<file path="src/rtl/mipi_align_pkg.sv">
// Shared types and constants for the CSI-2 lane alignment controller.
package mipi_align_pkg;

    typedef enum logic [2:0] {
        IDLE    = 3'd0,
        RESET   = 3'd1,
        HUNT    = 3'd2,
        LOCKED  = 3'd3,
        ERROR   = 3'd4,
        WAIT_LP = 3'd5
    } align_state_e;

    localparam int MAX_LANES = 4;
    localparam int ERR_CNT_W = 8;

endpackage

</file>
<file path="src/rtl/lane_sync_tracker.sv">
// Sticky per-lane sync bits and the inter-lane skew counter, active only in HUNT.
module lane_sync_tracker #(
    parameter int LANES       = 2,
    parameter int SKEW_WINDOW = 4
) (
    input  logic             clk_i,
    input  logic             reset_n_i,
    input  logic             hunt_i,
    input  logic [LANES-1:0] lane_sync_i,
    output logic             all_sync_o,
    output logic             any_sync_o,
    output logic             skew_expired_o
);
    localparam int SKEW_W = $clog2(SKEW_WINDOW) + 1;
    localparam logic [SKEW_W-1:0] SKEW_MAX = SKEW_W'(SKEW_WINDOW);

    logic [LANES-1:0]  sticky_q, sticky_d;
    logic [SKEW_W-1:0] skew_q, skew_d;

    // all/any include this cycle's sync so a completing lane locks without delay.
    assign all_sync_o     = &(sticky_q | lane_sync_i);
    assign any_sync_o     = |(sticky_q | lane_sync_i);
    assign skew_expired_o = (skew_q == SKEW_MAX);

    always_comb begin
        sticky_d = '0;
        skew_d   = '0;
        if (hunt_i) begin
            sticky_d = sticky_q | lane_sync_i;
            skew_d   = skew_q;
            if ((|sticky_q) && !(&sticky_q) && (skew_q != SKEW_MAX)) begin
                skew_d = skew_q + 1'b1;
            end
        end
    end

    always_ff @(posedge clk_i or negedge reset_n_i) begin
        if (!reset_n_i) begin
            sticky_q <= '0;
            skew_q   <= '0;
        end else begin
            sticky_q <= sticky_d;
            skew_q   <= skew_d;
        end
    end

endmodule

</file>
<file path="src/rtl/mipi_lane_align_controller.sv">
// Per-burst sequencer for the lane byte aligners: settle, hunt, lock, error reporting.
module mipi_lane_align_controller
    import mipi_align_pkg::*;
#(
    parameter int LANES          = 2,
    parameter int SETTLE_CYCLES  = 3,
    parameter int TIMEOUT_CYCLES = 64,
    parameter int SKEW_WINDOW    = 4
) (
    input  logic                 clk_i,
    input  logic                 reset_n_i,
    input  logic                 hs_request_i,
    input  logic [LANES-1:0]     lane_sync_i,
    input  logic                 packet_done_i,
    output logic [LANES-1:0]     aligner_reset_o,
    output logic                 lanes_aligned_o,
    output logic                 align_error_o,
    output logic [ERR_CNT_W-1:0] error_count_o
);
    localparam int SET_W = $clog2(SETTLE_CYCLES) + 1;
    localparam int TO_W  = $clog2(TIMEOUT_CYCLES) + 1;
    localparam logic [SET_W-1:0] SET_LAST = SET_W'(SETTLE_CYCLES - 1);
    localparam logic [TO_W-1:0]  TO_MAX   = TO_W'(TIMEOUT_CYCLES);

    align_state_e         state_q, state_d;
    logic [SET_W-1:0]     settle_q, settle_d;
    logic [TO_W-1:0]      timeout_q, timeout_d;
    logic [ERR_CNT_W-1:0] err_cnt_q, err_cnt_d;
    logic [LANES-1:0]     aligner_reset_q, aligner_reset_d;
    logic                 aligned_q, aligned_d;
    logic                 error_q, error_d;
    logic                 all_sync, any_sync, skew_expired;

    lane_sync_tracker #(
        .LANES       (LANES),
        .SKEW_WINDOW (SKEW_WINDOW)
    ) u_tracker (
        .clk_i          (clk_i),
        .reset_n_i      (reset_n_i),
        .hunt_i         (state_q == HUNT),
        .lane_sync_i    (lane_sync_i),
        .all_sync_o     (all_sync),
        .any_sync_o     (any_sync),
        .skew_expired_o (skew_expired)
    );

    always_comb begin
        state_d   = state_q;
        settle_d  = settle_q;
        timeout_d = timeout_q;
        unique case (state_q)
            IDLE: begin
                if (hs_request_i) begin
                    state_d  = RESET;
                    settle_d = '0;
                end
            end
            RESET: begin
                if (!hs_request_i) begin
                    state_d = IDLE;
                end else if (settle_q == SET_LAST) begin
                    state_d   = HUNT;
                    timeout_d = '0;
                end else begin
                    settle_d = settle_q + 1'b1;
                end
            end
            HUNT: begin
                // Abort outranks lock, and lock outranks either expiry.
                if (!hs_request_i) begin
                    state_d = IDLE;
                end else if (all_sync) begin
                    state_d = LOCKED;
                end else if (skew_expired) begin
                    state_d = ERROR;
                end else if ((timeout_q == TO_MAX) && !any_sync) begin
                    state_d = ERROR;
                end else if (timeout_q != TO_MAX) begin
                    timeout_d = timeout_q + 1'b1;
                end
            end
            LOCKED: begin
                if (!hs_request_i || packet_done_i) begin
                    state_d = IDLE;
                end
            end
            ERROR:   state_d = WAIT_LP;
            WAIT_LP: begin
                if (!hs_request_i) begin
                    state_d = IDLE;
                end
            end
            default: state_d = IDLE;
        endcase

        err_cnt_d = err_cnt_q;
        if ((state_d == ERROR) && (err_cnt_q != {ERR_CNT_W{1'b1}})) begin
            err_cnt_d = err_cnt_q + 1'b1;
        end
        // Outputs are decoded from the next state so they change on the same edge as the state.
        aligner_reset_d = ((state_d == HUNT) || (state_d == LOCKED)) ? '0 : '1;
        aligned_d       = (state_d == LOCKED);
        error_d         = (state_d == ERROR);
    end

    always_ff @(posedge clk_i or negedge reset_n_i) begin
        if (!reset_n_i) begin
            state_q         <= IDLE;
            settle_q        <= '0;
            timeout_q       <= '0;
            err_cnt_q       <= '0;
            aligner_reset_q <= '1;
            aligned_q       <= 1'b0;
            error_q         <= 1'b0;
        end else begin
            state_q         <= state_d;
            settle_q        <= settle_d;
            timeout_q       <= timeout_d;
            err_cnt_q       <= err_cnt_d;
            aligner_reset_q <= aligner_reset_d;
            aligned_q       <= aligned_d;
            error_q         <= error_d;
        end
    end

    assign aligner_reset_o = aligner_reset_q;
    assign lanes_aligned_o = aligned_q;
    assign align_error_o   = error_q;
    assign error_count_o   = err_cnt_q;

endmodule
</file>
<file path="config.mk">
export PLATFORM = sky130hd
export DESIGN_NAME = mipi_lane_align_controller
export DESIGN_NICKNAME = d
export VERILOG_FILES = /design/src/rtl/mipi_align_pkg.sv /design/src/rtl/lane_sync_tracker.sv /design/src/rtl/mipi_lane_align_controller.sv
export SDC_FILE = /design/constraint.sdc
export NUM_CORES = 1
export LEC_CHECK = 0
export CAP_MARGIN = 10
export CORE_ASPECT_RATIO = 1.2
export CORE_MARGIN = 3
export CORE_UTILIZATION = 45
export CTS_CLUSTER_DIAMETER = 30
export CTS_CLUSTER_SIZE = 30
export DETAILED_ROUTE_END_ITERATION = 8
export DONT_BUFFER_PORTS = 1
export REMOVE_ABC_BUFFERS = 1
export SETUP_SLACK_MARGIN = 0.5
export SYNTH_ARGS = -nofsm -noshare
export SYNTH_HDL_FRONTEND = slang
export SYNTH_HIERARCHICAL = 1
export SYNTH_SLANG_ARGS = --single-unit
</file>
<file path="constraint.sdc">
create_clock -name clk_i -period 2 [get_ports clk_i]
set_input_delay 0.4 -clock clk_i [delete_from_list [all_inputs] [get_ports clk_i]]
set_output_delay 0.4 -clock clk_i [all_outputs]
set_load 0.02 [all_outputs]
</file>
Word-level counts from Yosys, hierarchy flattened. Index checks and enable logic that the tools add are counted.

Word-level logic and storage cells: 82. Register bits: 30.

$add $sub $neg: 4. Bitwise logic cells: 1. Mux-type cells: 26. Reductions and logical operators: 18. Eq/ne operators: 24.

Operators with widths (count): $mux W7 (7); $mux W3 (14); $ne A2 B2 Y1 const B (10); $pmux W3 S6 (1); $eq A3 B2 Y1 const B (5); $pmux W7 S2 (1); $eq A3 B3 Y1 const B (4); $add A8 B1 Y8 const B (1); $ne A8 B8 Y1 const B (1); $reduce_and A8 Y1 (1); $add A7 B1 Y7 const B (1); $eq A7 B7 Y1 const B (1); $ne A7 B7 Y1 const B (1); $add A3 B1 Y3 const B (2); $pmux W3 S2 (1); $logic_and A1 B1 Y1 (4); $mux W2 (2); $reduce_and A2 Y1 (2); $reduce_and A4 Y1 (1); $reduce_bool A2 Y1 (2); $reduce_or A2 Y1 (2); $eq A3 B1 Y1 const B (1); $logic_not A1 Y1 (3); $logic_not A3 Y1 (1); other kinds (3) (4).

Depth between registers and ports, before layout. Gate-level depths: netlist (run 1).

Depth after elaboration: 12. Gate-level depth with buffers: 7.

Modules after synthesis. The synthesis (run 1) kept the hierarchy.

By module, submodules not included: mipi_lane_align_controller (seq. area each 601.8 µm², cells an instance 134, area each 1320.0 µm², times used 1); lane_sync_tracker (seq. area each 125.1 µm², cells an instance 27, area each 271.5 µm², times used 1).

Worst setup path after synthesis (run 1). No wires, ideal clock.

Path kind: register -> register. Start: reg timeout_q[2]. End: reg err_cnt_q[1], in the netlist error_count_o[1]. Arrival time: 1.714 ns. Path slack: 0.161 ns. Stages on the path, launching flop included: 5. Cell sequence: dfrtp_1 -> or4b_4 -> o31ai_4 -> o211ai_2 -> mux2_4.

Cells in the longest elaborated chain, start to end: 9.

Ends and longest elaborated chain: from (decl) (RTL line mipi_lane_align_controller.sv:27) `logic [TO_W-1:0] timeout_q, timeout_d;`; from (signal assigned) (RTL line mipi_lane_align_controller.sv:118) `timeout_q <= timeout_d;`; $eq A7 B7 Y1 (RTL line mipi_lane_align_controller.sv:76) `end else if ((timeout_q == TO_MAX) && !any_sync) begin`; $logic_and A1 B1 Y1 (RTL line mipi_lane_align_controller.sv:76); $mux W3 (RTL line mipi_lane_align_controller.sv:76); $mux W3 (RTL line mipi_lane_align_controller.sv:74) `end else if (skew_expired) begin`; $mux W3 (RTL line mipi_lane_align_controller.sv:72) `end else if (all_sync) begin`; $mux W3 (RTL line mipi_lane_align_controller.sv:70) `if (!hs_request_i) begin`; $pmux W3 S6 (RTL line mipi_lane_align_controller.sv:51) `unique case (state_q)`; $eq A3 B3 Y1 (RTL line mipi_lane_align_controller.sv:97) `if ((state_d == ERROR) && (err_cnt_q != {ERR_CNT_W{1'b1}})) begin`; $logic_and A1 B1 Y1 (RTL line mipi_lane_align_controller.sv:97); to (signal assigned) (RTL line mipi_lane_align_controller.sv:119) `err_cnt_q <= err_cnt_d;`; to (decl) (RTL line mipi_lane_align_controller.sv:28) `logic [ERR_CNT_W-1:0] err_cnt_q, err_cnt_d;`.

Every way passes these cells. A chain may end at the register's enable or synchronous reset.

Final worst setup path (run 1). Ends and elaborated chain as after synthesis.

==> results by group, run 1 <==
Finish
  • Syn-to-layout area delta: 37.0%
  • Layout cells sized above 1: 39.9%
  • Filler cell count: 266
  • Register area: 731 um^2
  • Utilization after layout: 64.8%
  • Area of the multi-input gates: 1000 um^2
  • Ant. Diodes: 0
  • Total Nets Final: 205
  • Post-Layout Cell Count: 230

Setup path
  • Crit Path Max Fanout: 4
  • WP buf/inv: 0
  • Required time of the critical path: 2.17 ns
  • Reg2reg setup slack: 0.21 ns
  • Worst path max stage delay: 0.57 ns
  • Worst Reg-to-Reg Cells: 4
  • RR Endpoint: error_count_o[1]
  • CP cell instances: or4b_4 > o31ai_4 > o211ai_2 > mux2_4
  • Slowest cell on crit path: or4b_4
  • Type of the worst setup path: reg2reg
  • Critical Path Sink Type: flip-flop
  • FF-to-FF Start: timeout_q[2]
  • Critical path arrival: 1.96 ns
  • Startpoint types: flip-flop
  • Worst path top cell family by delay: simple AND/OR/NAND/NOR gates

Timing
  • Setup violators final: 0
  • Fin crit share: 89.5%
  • Final hold violation count: 0
  • Slew HR: 74.6%
  • Final worst slack: 0.210 ns
  • Tmin final: 1.79 ns
  • F_max: 0.559 GHz
  • Measured slew at the worst slew-check pin: 0.381 ns
  • Clock Skew: 0.00814 ns
  • Fin Hold WS: 0.295 ns
  • Max Slew Vio Count: 0
  • RSZ-0062 raised after global routing: true
  • Final TNS setup: 0 ns

Placement
  • # port buffers: 0
  • Pre-CTS WS: 0.101 ns
  • Inst Count DP: 199
  • Dpl hpwl: 2.23 mm
  • GP Congestion: 0.957

Synth
  • Most used DFF post-synth: dfrtp_1
  • Largest area contributor in the netlist: dfrtp_1
  • Post-synth EDFFs: 0
  • Flops & latches, synth: 29
  • Mapped Cells: 161
  • Synth top area cells: dfrtp_1 44%, ha_1 5.5%, nand2_1 3.3%
  • Post-Synth Adder-Cell Area: 5.50%
  • Largest family of logic cells by synthesized area: simple AND/OR/NAND/NOR gates
  • Synth Cell Area: 1590 um^2
  • Most frequent cell after synthesis: dfrtp_1
  • Post-synthesis simple-gate area fraction: 25.4%
  • Avg Cell Area, Syn: 9.89 um^2
  • Post-synthesis compound-gate area fraction: 10.9%
  • Ys async rst share: 100%
  • Share of the synthesized area in the top cell type: 44.0%
  • Seq/Total Area, Yosys: 45.7%
  • Number of synthesis warnings: 6
  • Synth cell types: 43
  • Most frequent cells after synthesis: 28 x dfrtp_1, 14 x nand2_1, 13 x nor2_1
  • Synth Area in XOR/XNOR: 4.95%
  • Multiplexer share of the synthesized area: 3.54%

Min path
  • Worst Hold Path EP: state_q[2]
  • Worst Hold Launch: hs_request_i
  • Hold-critical path depth: 2
  • Worst Hold Class: in2reg

GRT
  • Total overflow reported by the global router: 0
  • Vias in the first global route: 1,408
  • GRT Total Usage: 19.4%
  • First-pass GRT wire length: 6.32 mm
  • Pin count of the biggest net entering global routing: 30
  • Initial antenna violation count: 0

Clock tree
  • Root Buffer: clkbuf_8
  • H-tree levels: 2
  • Worst skew pair latency: 0.28 ns
  • CTS tree: built
  • CTS buffer count: 5
  • Worst-path clk slew: 0.07 ns
  • Clk sinks: 29
  • Clock Path Buffers: 2

Floorplan
  • Core ar.: 3370 um^2
  • Ports: 18
  • Die area: 4290 um^2
  • Die W: 60.3 um
  • Initial Util: 47.3%
  • Row count: 23
  • Die Y: 71.1 um

Drt
  • Post-route antenna net violation count: 0
  • Routed vias/inst: 5.63
  • Iter 0 DRT Violations: 24
  • DRC Markers: 0
  • Routed vias: 1,295
  • Total wire length: 3.75 mm
  • Average wire per standard cell: 16.3 um
  • DRT Pass-1 Iters: 4

Pwr
  • VDD IR-drop max: 591 uV
  • Leakage power: 0.975 nW
  • P per Cell Area: 846 nW/um^2

Status
  • Status: finished, final reports clean

Job
  • Max-cap violations: 0
## flip-flops by register name (all words and copies together) (netlist names)
register	cells
error_count_o	8
state_q	3
align_error_o	1
timeout_q	7
u_tracker/sticky_q	2
aligner_reset_o	1
settle_q	3
lanes_aligned_o	1
u_tracker/skew_q	3
## placed cells by master, fill, tap and decap left out, types with 3 or more instances in the layout
cell type	n
dfrtp_1	25
buf_4	24
nand2_1	13
inv_1	9
nor2_1	8
ha_1	6
clkbuf_8	6
a21oi_1	5
xnor2_1	5
nand2b_1	4
nor4_4	4
o21ai_1	4
nand3_1	4
xor2_1	4
o211ai_1	3
or2_4	3
and3_1	3
nor2_2	3
mux2i_1	3
nor2b_1	3
buf_6	3
dfrtp_2	3
## report_power, final
group          switching (mW)  leakage, nW  total [mW]  internal (mW)
logic                   0.255        0.526       0.494          0.239
clock network           0.220       0.0585       0.626          0.406
registers              0.0700        0.391       0.725          0.655
total                   0.546        0.975        1.84           1.30
## per-layer routing
| metal | share of wire [%] | global-route usage (%) | wire length [um] | vias up |
|---|---|---|---|---|
| met1 | 42 | 21.6 | 1590 | 647 |
| met2 | 52 | 33.5 | 1960 | 21 |
| li1 | - | - | - | 619 |
| met3 | 3.5 | 6.02 | 131 | 8 |
| met5 | 0 | 0 | 0 | - |
| met4 | 1.8 | 7.88 | 68 | 0 |
## through the flow
step / total power [mW] / area [um^2]
final: 1.84 / 2180
after global routing: 1.94 / 2180
after CTS: 1.80 / 2070
after detailed placement: 1.01 / 1660
after global placement: 1.00 / 1660
after floorplan: 0.935 / 1570
## worst max path at each step
stage	cells after the start	slack (ns)	start	to
finish	4	0.21	timeout_q[2]	error_count_o[1]
global route	4	0.11	timeout_q[2]	error_count_o[1]
CTS	4	0.21	timeout_q[2]	error_count_o[1]
detailed placement	4	0.10	timeout_q[3]	error_count_o[1]
global placement	4	0.15	timeout_q[3]	error_count_o[1]
floorplan	4	0.16	timeout_q[2]	error_count_o[1]
## cell families after synthesis
logic type	after synthesis
mux	5
compound gates	24
buf+inv	16
flops	29
fa+ha+maj	7
xor+xnor	9
simple gates	71
## repair_timing
item / CTS / global route
hold buffers: 2 / 0
endpoints found under the hold margin: 29 / 0
gates resized for setup: 38 / 14
buffers inserted: 16 / 5
setup endpoints to repair: 22 / 21
pin swaps: 24 / 7
## area by class of cell
class	instances	share of cell area, %
multi-input combinational	116	46.0
clock buffer	7	3.96
timing repair buffer	29	11.2
sequential	29	33.5
clock inverter	1	1.38
tap	37	2.12
inverter	11	1.89
Power figures use the tool's default switching activity.
==> run 2: changes to the inputs <==
CTS_BUF_LIST = sky130_fd_sc_hd__clkbuf_8   (was unset)
==> run 2 against run 1 <==
Core utilization is the same. Maximum frequency is essentially flat. Worst setup slack is essentially flat. Combinational power is essentially flat. Register-to-register slack is essentially flat. Via count is the same. Clock power shrank 0.8%. Final cell count is the same. Critical path type unchanged.
==> results by group, run 2 (synthesized netlist as in run 1, its figures left out) <==
Timing
  • Fin crit share: 89.5% (about the same)
  • Max Slew Vio Count: 0 (unchanged)
  • Tmin final: 1.79 ns (+0.0000710 ns)
  • Clock Skew: 0.00814 ns (+0.000000140 ns)
  • RSZ-0062 raised after global routing: true
  • F_max: 0.559 GHz (about the same)
  • Final hold violation count: 0 (unchanged)
  • Final TNS setup: 0 ns (unchanged)
  • Slew HR: 74.6% (unchanged)
  • Measured slew at the worst slew-check pin: 0.381 ns (unchanged)
  • Setup violators final: 0 (unchanged)

Pwr
  • VDD IR-drop max: 591 uV (about the same)
  • P per Cell Area: 843 nW/um^2 (-0.28%)
  • Leakage power: 0.980 nW (+0.43%)
  • Pwr Total: 1.84 mW (-0.28%)

Setup path
  • Required time of the critical path: 2.17 ns (about the same)
  • Critical path arrival: 1.96 ns (about the same)
  • Type of the worst setup path: reg2reg
  • Crit Path Max Fanout: 4 (unchanged)
  • Reg2reg setup slack: 0.21 ns (about the same)
  • FF-to-FF Start: timeout_q[2]
  • Startpoint types: flip-flop
  • Crit path from: timeout_q[2]
  • Worst Reg-to-Reg Cells: 4 (unchanged)
  • Critical Path Sink Type: flip-flop

Floorplan
  • Row count: 23 (unchanged)
  • Core ar.: 3370 um^2 (unchanged)
  • Die W: 60.3 um (unchanged)
  • Initial Util: 47.3% (unchanged)
  • Die area: 4290 um^2 (unchanged)
  • Die Y: 71.1 um (unchanged)
  • Ports: 18 (unchanged)

Finish
  • Largest register FFs: 8 (unchanged)
  • Register area: 731 um^2 (unchanged)
  • Area of the multi-input gates: 1000 um^2 (unchanged)
  • Utilization after layout: 64.8% (unchanged)
  • Total Nets Final: 205 (unchanged)
  • Ant. Diodes: 0 (unchanged)
  • Most frequent cells in the layout: 25 x dfrtp_1, 24 x buf_4, 13 x nand2_1, 10 x inv_1, 8 x nor2_1
  • Filler cell count: 266 (unchanged)
  • Commonest non-fill, non-tap cell in the layout: dfrtp_1
  • Syn-to-layout area delta: 37.0% (unchanged)
  • Design area: 2180 um^2 (unchanged)
  • Layout cells sized above 1: 39.9% (unchanged)

Drt
  • Average wire per standard cell: 16.3 um (about the same)
  • Routed vias: 1,295 (unchanged)
  • Routed vias/inst: 5.63 (unchanged)
  • Total wire length: 3.75 mm (about the same)
  • DRC Markers: 0 (unchanged)
  • Post-route antenna net violation count: 0 (unchanged)
  • Iter 0 DRT Violations: 24 (unchanged)
  • DRT Pass-1 Iters: 4 (unchanged)

Clock tree
  • Clock Path Buffers: 2 (unchanged)
  • Worst-path clk slew: 0.07 ns (about the same)
  • CTS tree: built
  • Worst skew pair latency: 0.28 ns (about the same)
  • Clk sinks: 29 (unchanged)
  • CTS buffer count: 5 (unchanged)
  • H-tree levels: 2 (unchanged)
  • Root Buffer: clkbuf_8

Min path
  • Worst Hold Launch: hs_request_i
  • Hold-critical path depth: 2 (unchanged)
  • Worst Hold Class: in2reg

Status
  • Status: finished, final reports clean

Placement
  • GP Congestion: 0.957 (unchanged)
  • DP Area: 1660 um^2 (unchanged)
  • Dpl hpwl: 2.23 mm (unchanged)
  • # port buffers: 0 (unchanged)

GRT
  • Vias in the first global route: 1,408 (unchanged)
  • GRT Total Usage: 19.4% (unchanged)
  • First-pass GRT wire length: 6.32 mm (unchanged)
  • Total overflow reported by the global router: 0 (unchanged)
  • Initial antenna violation count: 0 (unchanged)
  • Pin count of the biggest net entering global routing: 30 (unchanged)

Job
  • Max-cap violations: 0 (unchanged)
-- run 2: report_power, final --
group / internal (mW) / leakage, nW / switching [mW]
Clock: 0.400 / 0.0626 / 0.220
Combinational: 0.239 / 0.526 / 0.255
Sequential: 0.655 / 0.391 / 0.0700
-- run 2: cell type report --
type,count,share of cell area [%]
tap,37,2.12
clock buffer,6,3.79
sequential,29,33.5
multi-input combinational,116,46.0
timing repair buffer,29,11.2
clock inverter,2,1.55
inverter,11,1.89
-- run 2: repair_timing --
item | CTS | global route
pin swaps | 24 | 7
resized for setup | 38 | 14
gates cloned | 0 | 0
hold endpoints to repair | 29 | 0
hold buffers | 2 | 0
setup buffers | 16 | 5
endpoints found under the setup margin | 22 | 21
-- run 2: stage by stage --
stage	hold WS, ns	setup slack, ns	instances
2_1_floorplan	0.104	0.161	156
3_3_place_gp	0.106	0.145	199
3_5_place_dp	0.106	0.101	199
4_1_cts	0.281	0.208	225
5_1_grt	0.300	0.110	230
6_report	0.296	0.210	230
-- run 2: worst paths after layout --
| path | to |
|---|---|
| worst max register to register | error_count_o[1] |
| worst min register to register | state_q[0] |
| min in group asynchronous | settle_q[1] |
| max in group asynchronous | aligner_reset_o[0] |
| worst max-delay path | error_count_o[1] |
| worst min-delay path | state_q[2] |
-- run 2: metal layers --
metal	vias to the layer above	part of all wire, %	global-route usage, %
li1	619	-	-
met1	647	42	21.6
met2	21	52	33.5
met3	8	3.5	6.02
met4	0	1.8	7.88
met5	-	0	0
-- run 2: critical path, stage by stage (launching register included) --
cell,delay (ns)
dfrtp_1,0.37
or4b_4,0.57
o31ai_4,0.26
o211ai_2,0.15
mux2_4,0.32
